===== src/rtl/servo_pkg.sv =====
// Shared servo types and constants: duty-count pulse widths and the 12-bit
// position scale used by both the capture block and the PID controller.
package servo_pkg;

   typedef logic [17:0] duty_t;
   typedef logic [11:0] pos_t;

   localparam int unsigned MIN_DUTY    = 50000;
   localparam int unsigned CENTER_DUTY = 75000;
   localparam int unsigned MAX_DUTY    = 100000;
   localparam int unsigned GLITCH_CYC  = 1000;
   localparam int unsigned TIMEOUT_CYC = 1200000;
   localparam int unsigned SCALE_MUL   = 5368;
   localparam int unsigned SCALE_SHIFT = 16;

   localparam pos_t POS_MAX    = 12'd4095;
   localparam pos_t POS_CENTER = 12'd2047;

   typedef enum logic [1:0] {
      S_IDLE      = 2'd0,
      S_WAIT_RISE = 2'd1,
      S_HIGH      = 2'd2
   } state_t;

   function automatic duty_t duty_sat_inc(input duty_t value);
      duty_t v_max;
      v_max = '1;
      return (value == v_max) ? value : value + duty_t'(1);
   endfunction

endpackage


===== src/rtl/sync_edge_detect.sv =====
// Two-flop synchronizer for the asynchronous PWM input plus an edge register
// that yields single-cycle rise/fall strobes on the synchronized level.
module sync_edge_detect (
   input  logic clk,
   input  logic rst,
   input  logic i_pwm,
   output logic o_level,
   output logic o_rise,
   output logic o_fall
);

   logic r_sync1;
   logic r_sync2;
   logic r_level_d;

   // NOTE: non-blocking assignments make the three flops shift as a pipeline.
   always_ff @(posedge clk or posedge rst) begin
      if (rst) begin
         r_sync1   <= 1'b0;
         r_sync2   <= 1'b0;
         r_level_d <= 1'b0;
      end else begin
         r_sync1   <= i_pwm;
         r_sync2   <= r_sync1;
         r_level_d <= r_sync2;
      end
   end

   assign o_level = r_sync2;
   assign o_rise  = r_sync2 & ~r_level_d;
   assign o_fall  = ~r_sync2 & r_level_d;

endmodule


===== src/rtl/servo_pwm_capture.sv =====
// Servo PWM receiver: measures the high time of each pulse, converts it to a
// 12-bit position, and flags glitches, out-of-range widths and signal loss.
module servo_pwm_capture #(
   parameter int unsigned MIN_DUTY    = servo_pkg::MIN_DUTY,
   parameter int unsigned MAX_DUTY    = servo_pkg::MAX_DUTY,
   parameter int unsigned CENTER_DUTY = servo_pkg::CENTER_DUTY,
   parameter int unsigned GLITCH_CYC  = servo_pkg::GLITCH_CYC,
   parameter int unsigned TIMEOUT_CYC = servo_pkg::TIMEOUT_CYC,
   parameter int unsigned SCALE_MUL   = servo_pkg::SCALE_MUL,
   parameter int unsigned SCALE_SHIFT = servo_pkg::SCALE_SHIFT
) (
   input  logic               clk,
   input  logic               rst,
   input  logic               pwm_in,
   output servo_pkg::duty_t   width_out,
   output servo_pkg::pos_t    position_out,
   output logic               meas_valid,
   output logic               out_of_range,
   output logic               signal_lost
);

   import servo_pkg::duty_t;
   import servo_pkg::pos_t;
   import servo_pkg::state_t;
   import servo_pkg::S_IDLE;
   import servo_pkg::S_WAIT_RISE;
   import servo_pkg::S_HIGH;
   import servo_pkg::POS_MAX;
   import servo_pkg::POS_CENTER;
   import servo_pkg::duty_sat_inc;

   localparam duty_t       MIN_W        = duty_t'(MIN_DUTY);
   localparam duty_t       MAX_W        = duty_t'(MAX_DUTY);
   localparam duty_t       CENTER_W     = duty_t'(CENTER_DUTY);
   localparam duty_t       GLITCH_W     = duty_t'(GLITCH_CYC);
   localparam logic [20:0] PERIOD_MAX   = '1;
   localparam logic [20:0] TIMEOUT_LAST = 21'(TIMEOUT_CYC - 1);
   localparam logic [31:0] SCALE_MUL_W  = 32'(SCALE_MUL);

   logic        w_level;
   logic        w_rise;
   logic        w_fall;
   logic        w_timeout;

   state_t      r_state;
   duty_t       r_width;
   logic [20:0] r_period;
   duty_t       r_cap_width;
   logic        r_cap_vld;

   duty_t       w_diff;
   logic [31:0] w_prod;
   logic [31:0] w_shift;
   pos_t        w_pos;
   logic        w_oor;

   sync_edge_detect u_sync (
      .clk     (clk),
      .rst     (rst),
      .i_pwm   (pwm_in),
      .o_level (w_level),
      .o_rise  (w_rise),
      .o_fall  (w_fall)
   );

   // A rise strobe on the timeout cycle starts a new pulse instead of flagging loss.
   assign w_timeout = (r_state != S_IDLE) && !w_rise && (r_period == TIMEOUT_LAST);

   always_ff @(posedge clk or posedge rst) begin
      if (rst) begin
         r_period <= '0;
      end else if ((r_state == S_IDLE) || w_rise) begin
         r_period <= '0;
      end else if (r_period != PERIOD_MAX) begin
         r_period <= r_period + 21'd1;
      end
   end

   always_ff @(posedge clk or posedge rst) begin
      if (rst) begin
         r_state     <= S_IDLE;
         r_width     <= '0;
         r_cap_width <= '0;
         r_cap_vld   <= 1'b0;
      end else begin
         r_cap_vld <= 1'b0;
         case (r_state)
            S_IDLE: begin
               if (w_fall) r_state <= S_WAIT_RISE;
            end
            S_WAIT_RISE: begin
               if (w_rise) begin
                  r_state <= S_HIGH;
                  r_width <= duty_t'(1);
               end else if (w_timeout) begin
                  r_state <= S_IDLE;
               end
            end
            S_HIGH: begin
               if (w_timeout) begin
                  r_state <= S_IDLE;
               end else if (w_fall) begin
                  r_state <= S_WAIT_RISE;
                  if (r_width >= GLITCH_W) begin
                     r_cap_width <= r_width;
                     r_cap_vld   <= 1'b1;
                  end
               end else if (w_level) begin
                  r_width <= duty_sat_inc(r_width);
               end
            end
            default: r_state <= S_IDLE;
         endcase
      end
   end

   // NOTE: every output of this block is assigned first so no latch is inferred.
   always_comb begin
      w_diff  = r_cap_width - MIN_W;
      w_prod  = 32'(w_diff) * SCALE_MUL_W;
      w_shift = w_prod >> SCALE_SHIFT;
      w_pos   = POS_MAX;
      w_oor   = 1'b0;
      if (r_cap_width < MIN_W) begin
         w_pos = '0;
         w_oor = 1'b1;
      end else if (r_cap_width > MAX_W) begin
         w_pos = POS_MAX;
         w_oor = 1'b1;
      end else if (w_shift > 32'(POS_MAX)) begin
         w_pos = POS_MAX;
      end else begin
         w_pos = w_shift[11:0];
      end
   end

   always_ff @(posedge clk or posedge rst) begin
      if (rst) begin
         width_out    <= CENTER_W;
         position_out <= POS_CENTER;
         meas_valid   <= 1'b0;
         out_of_range <= 1'b0;
         signal_lost  <= 1'b1;
      end else begin
         meas_valid <= r_cap_vld;
         if (r_cap_vld) begin
            width_out    <= r_cap_width;
            position_out <= w_pos;
            out_of_range <= w_oor;
         end
         if (w_timeout) begin
            signal_lost <= 1'b1;
         end else if (r_cap_vld) begin
            signal_lost <= 1'b0;
         end
      end
   end

endmodule


===== config.mk =====
export PLATFORM = sky130hd
export DESIGN_NAME = servo_pwm_capture
export DESIGN_NICKNAME = d
export VERILOG_FILES = /design/src/rtl/servo_pkg.sv /design/src/rtl/sync_edge_detect.sv /design/src/rtl/servo_pwm_capture.sv
export SDC_FILE = /design/constraint.sdc
export NUM_CORES = 1
export LEC_CHECK = 0
export ABC_CLOCK_PERIOD_IN_PS = 8400
export BUFFER_PORTS_ARGS = -buffer_cell sky130_fd_sc_hd__clkbuf_2
export CAP_MARGIN = 10
export CORE_ASPECT_RATIO = 1.75
export CORE_MARGIN = 3
export CORE_UTILIZATION = 40
export CTS_CLUSTER_DIAMETER = 200
export DETAILED_ROUTE_END_ITERATION = 8
export PLACE_DENSITY_LB_ADDON = 0.05
export SLEW_MARGIN = 20
export SYNTH_ARGS = -nofsm -noshare
export SYNTH_HDL_FRONTEND = slang
export SYNTH_SLANG_ARGS = --single-unit

===== constraint.sdc =====
create_clock -name clk -period 8.4 [get_ports clk]
set_input_delay 1.68 -clock clk [delete_from_list [all_inputs] [get_ports clk]]
set_output_delay 1.68 -clock clk [all_outputs]
set_load 0.05 [all_outputs]

==> summary.txt <==
Critical path
  • Worst Path Max Fanout: 10
  • Worst setup path category: reg -> reg
  • Crit-path slowest cell: fa_1
  • Crit path from: r_cap_width[5]$_DFFE_PP0P_
  • Reg2Reg Depth: 23
  • Endpoint type of the worst setup path: flip-flop
  • CP Cell Sequence: o21a_1 -> o21ai_1 -> o21bai_1 -> or3_1 -> or2_1 -> and2_1 -> xnor2_1 -> inv_1 -> fa_1 -> ha_1 -> fa_1 -> fa_1 -> inv_1 -> fa_1 -> inv_1 -> ha_1 -> and3_1 -> o211ai_1 -> a21oi_1 -> nor4_1 -> o221ai_2 -> o21bai_1 -> o211ai_1
  • Worst R2R Setup Slack: 0.91 ns
  • Reg2reg start: r_cap_width[5]$_DFFE_PP0P_
  • Required @ worst endpoint: 8.68 ns
  • CP arrival: 7.77 ns
  • Setup crit start kind: flip-flop
  • CP peak stage delay: 0.54 ns
  • CP dominant cell by count: fa_1

Floorplan
  • DIE AREA: 0.0231 mm2
  • Core Region: 0.0205 mm2
  • Die height: 199 um
  • Initial Util: 0.413
  • Row count: 69
  • Die W: 116 um
  • IO Pins: 36

Global routing
  • Total congestion overflow: 0
  • First-pass GRT wire length: 33.1 mm
  • Largest net degree at the start of global routing: 80
  • Overall global routing resource usage: 0.185
  • Initial antenna violation count: 0
  • Vias in the first global route: 6360

Synthesis
  • Post-synth cell types: 60
  • Avg Inst Size Synth: 10.0 um2
  • Synth area leader: dfrtp_1
  • Synth top area share: 0.224
  • XOR/XNOR share of the synthesized area: 0.0764
  • Synth Area in Compound Gates: 0.104
  • Post-synthesis async set-or-reset flop share: 1.00
  • Area contributors post-synth: dfrtp_1 22%, ha_1 16%, fa_1 14%, dfstp_2 6.2%, inv_1 5.6%
  • Sequential fraction of the synthesis area: 0.286
  • FF+latch count, synth: 96
  • Post-synth EDFFs: 0
  • Simple-gate share of the synthesized area: 0.122
  • Warnings, synthesis: 0
  • Largest family of logic cells by synthesized area: adder cells
  • Multiplexer share of the synthesized area: 0.0409
  • Synth Cell Area: 0.00848 mm2
  • Synth cell count leaders: 126 x inv_1, 110 x ha_1, 76 x dfrtp_1
  • Gate count of the mapped netlist: 846
  • Post-Syn Nets: 1020
  • Most used DFF post-synth: dfrtp_1
  • Most frequent cell after synthesis: inv_1
  • Synth Area in Adders: 0.306

Routing
  • Wire per inst: 17.4 um
  • Post-route antenna net violation count: 0
  • Post-Route WL: 19.8 mm
  • Routed via count: 5949
  • Vias/cell: 5.23
  • First drt pass iteration count: 4
  • Drt initial violations: 167
  • DRC violations left: 0

Timing
  • Worst slew pin tran: 1.01 ns
  • Max_slew headroom: 0.323
  • Fmax: 0.134 GHz
  • Crit path time final: 7.49 ns
  • TNS Setup: 0 ns
  • Max Slew Vio Count: 0
  • Hold_ws: 0.361 ns
  • RSZ-0062 raised after global routing: no
  • Final Skew: 0.00919 ns
  • Tcrit/Tclk final: 0.892
  • Final hold vios: 0
  • Setup Viol. Count Final: 0

CTS
  • Clock slew seen by the registers of the worst setup and hold paths: 0.07 ns
  • CTS sink cnt: 96
  • CTS tree: done
  • Cts-stage hold buffer count: 0
  • Num CTS Buffers: 9
  • Worst-Skew Late Latency: 0.36 ns
  • Root Driver: clkbuf_16
  • CTS H-Tree Depth: 3
  • Worst-case clock buffer depth: 2
  • Post-CTS Setup Bufs: 0
  • Post-CTS sizing: 0

Cells and area
  • Share of cells above drive strength 1: 0.141
  • Area Growth Syn to Fin: 9.32%
  • Final layout net count: 1058
  • Final core occ: 0.451
  • Diodes inserted: 0
  • Layout fillers: 2048

Hold path
  • Hold path cells: 0
  • Hold Crit Class: reg -> reg
  • Worst Min Path Start: u_sync.r_sync1$_DFF_PP0_

Power and ir drop
  • Max VDD drop: 0.0958 mV
  • Pwr dens: 105 mW/mm2
  • Pleak: 4.52 nW

Job
  • Max-cap violations: 0

Placement
  • Gpl congestion: 0.843
  • DP HPWL: 16.4 mm
  • I/O Buffers: 35

Outcome
  • Status: finished clean
[per-stage QoR]
| stage | std cells | setup WS, ns | power, W | instance area (um2) |
|---|---|---|---|---|
| 2_1_floorplan | 846 | 1.67 | 0.000547 | 8480 |
| 3_3_place_gp | 1121 | 1.05 | 0.000564 | 8970 |
| 3_5_place_dp | 1121 | 0.887 | 0.000567 | 8970 |
| 4_1_cts | 1137 | 0.845 | 0.000997 | 9270 |
| 5_1_grt | 1137 | 0.331 | 0.00102 | 9270 |
| 6_report | 1137 | 0.910 | 0.000977 | 9270 |
[flip-flops by register name, summed over array words and instances, names as in the netlist, 2 cells and up]
signal and count:
r_period 21, r_cap_width 18, r_width 18, width_out 18, position_out 12, r_state 2
[placed cells by master (no fill, tap or decap), types with 20 or more instances in the layout]
master / n
clkbuf_2: 35
nor2_1: 57
nand2_1: 52
xor2_1: 38
inv_1: 125
dfrtp_1: 76
xnor2_1: 36
fa_1: 61
a21oi_1: 27
o21ai_0: 23
a21o_1: 20
mux2_2: 29
dfstp_2: 20
ha_1: 110
[metal layers]
layer	vias up	global-route usage	share of wire
met4	0	0.0710	0.030
met5	-	0	0
met2	49	0.357	0.58
li1	2927	-	-
met1	2941	0.198	0.37
met3	32	0.0247	0.013
[power by group]
group / internal (W) / switching (W)
Clock: 0.000216 / 0.000204
Combinational: 0.0000228 / 0.0000434
Sequential: 0.000476 / 0.0000154
[worst paths after layout]
| check | to |
|---|---|
| worst min register to register | u_sync.o_level$_DFF_PP0_ |
| worst min-delay path | u_sync.o_level$_DFF_PP0_ |
| max in group asynchronous | r_width[15]$_DFFE_PP0P_ |
| worst max-delay path | position_out[9]$_DFFE_PP1P_ |
| worst max register to register | position_out[9]$_DFFE_PP1P_ |
| min in group asynchronous | width_out[1]$_DFFE_PP0P_ |
[cell families after synthesis]
| logic type | Yosys count |
|---|---|
| AND/OR/NAND/NOR | 204 |
| adder cells (fa/ha/maj) | 171 |
| buffers and inverters | 144 |
| AO/OA/AOI/OAI | 126 |
| flip-flops | 96 |
| XOR/XNOR | 74 |
| multiplexers | 31 |
[worst max-delay path: cells and delay by family (launching register included)]
kind            cells  cell delay [ns]
fa+ha+maj           6             2.73
buf+inv             3             0.39
simple gates        5             1.42
xor+xnor            1             0.52
flops               1             0.46
compound gates      8             1.87
[cell type report]
type | instances | area [um2] | share of cell area
inverters | 126 | 475 | 0.0513
repair buffers | 45 | 250 | 0.0270
clock buffers | 10 | 239 | 0.0258
multi-input cells | 606 | 5510 | 0.594
clock inverters | 6 | 62.6 | 0.00675
flip-flops and latches | 96 | 2430 | 0.262
well taps | 248 | 310 | 0.0335
Power figures use the tool's default switching activity.
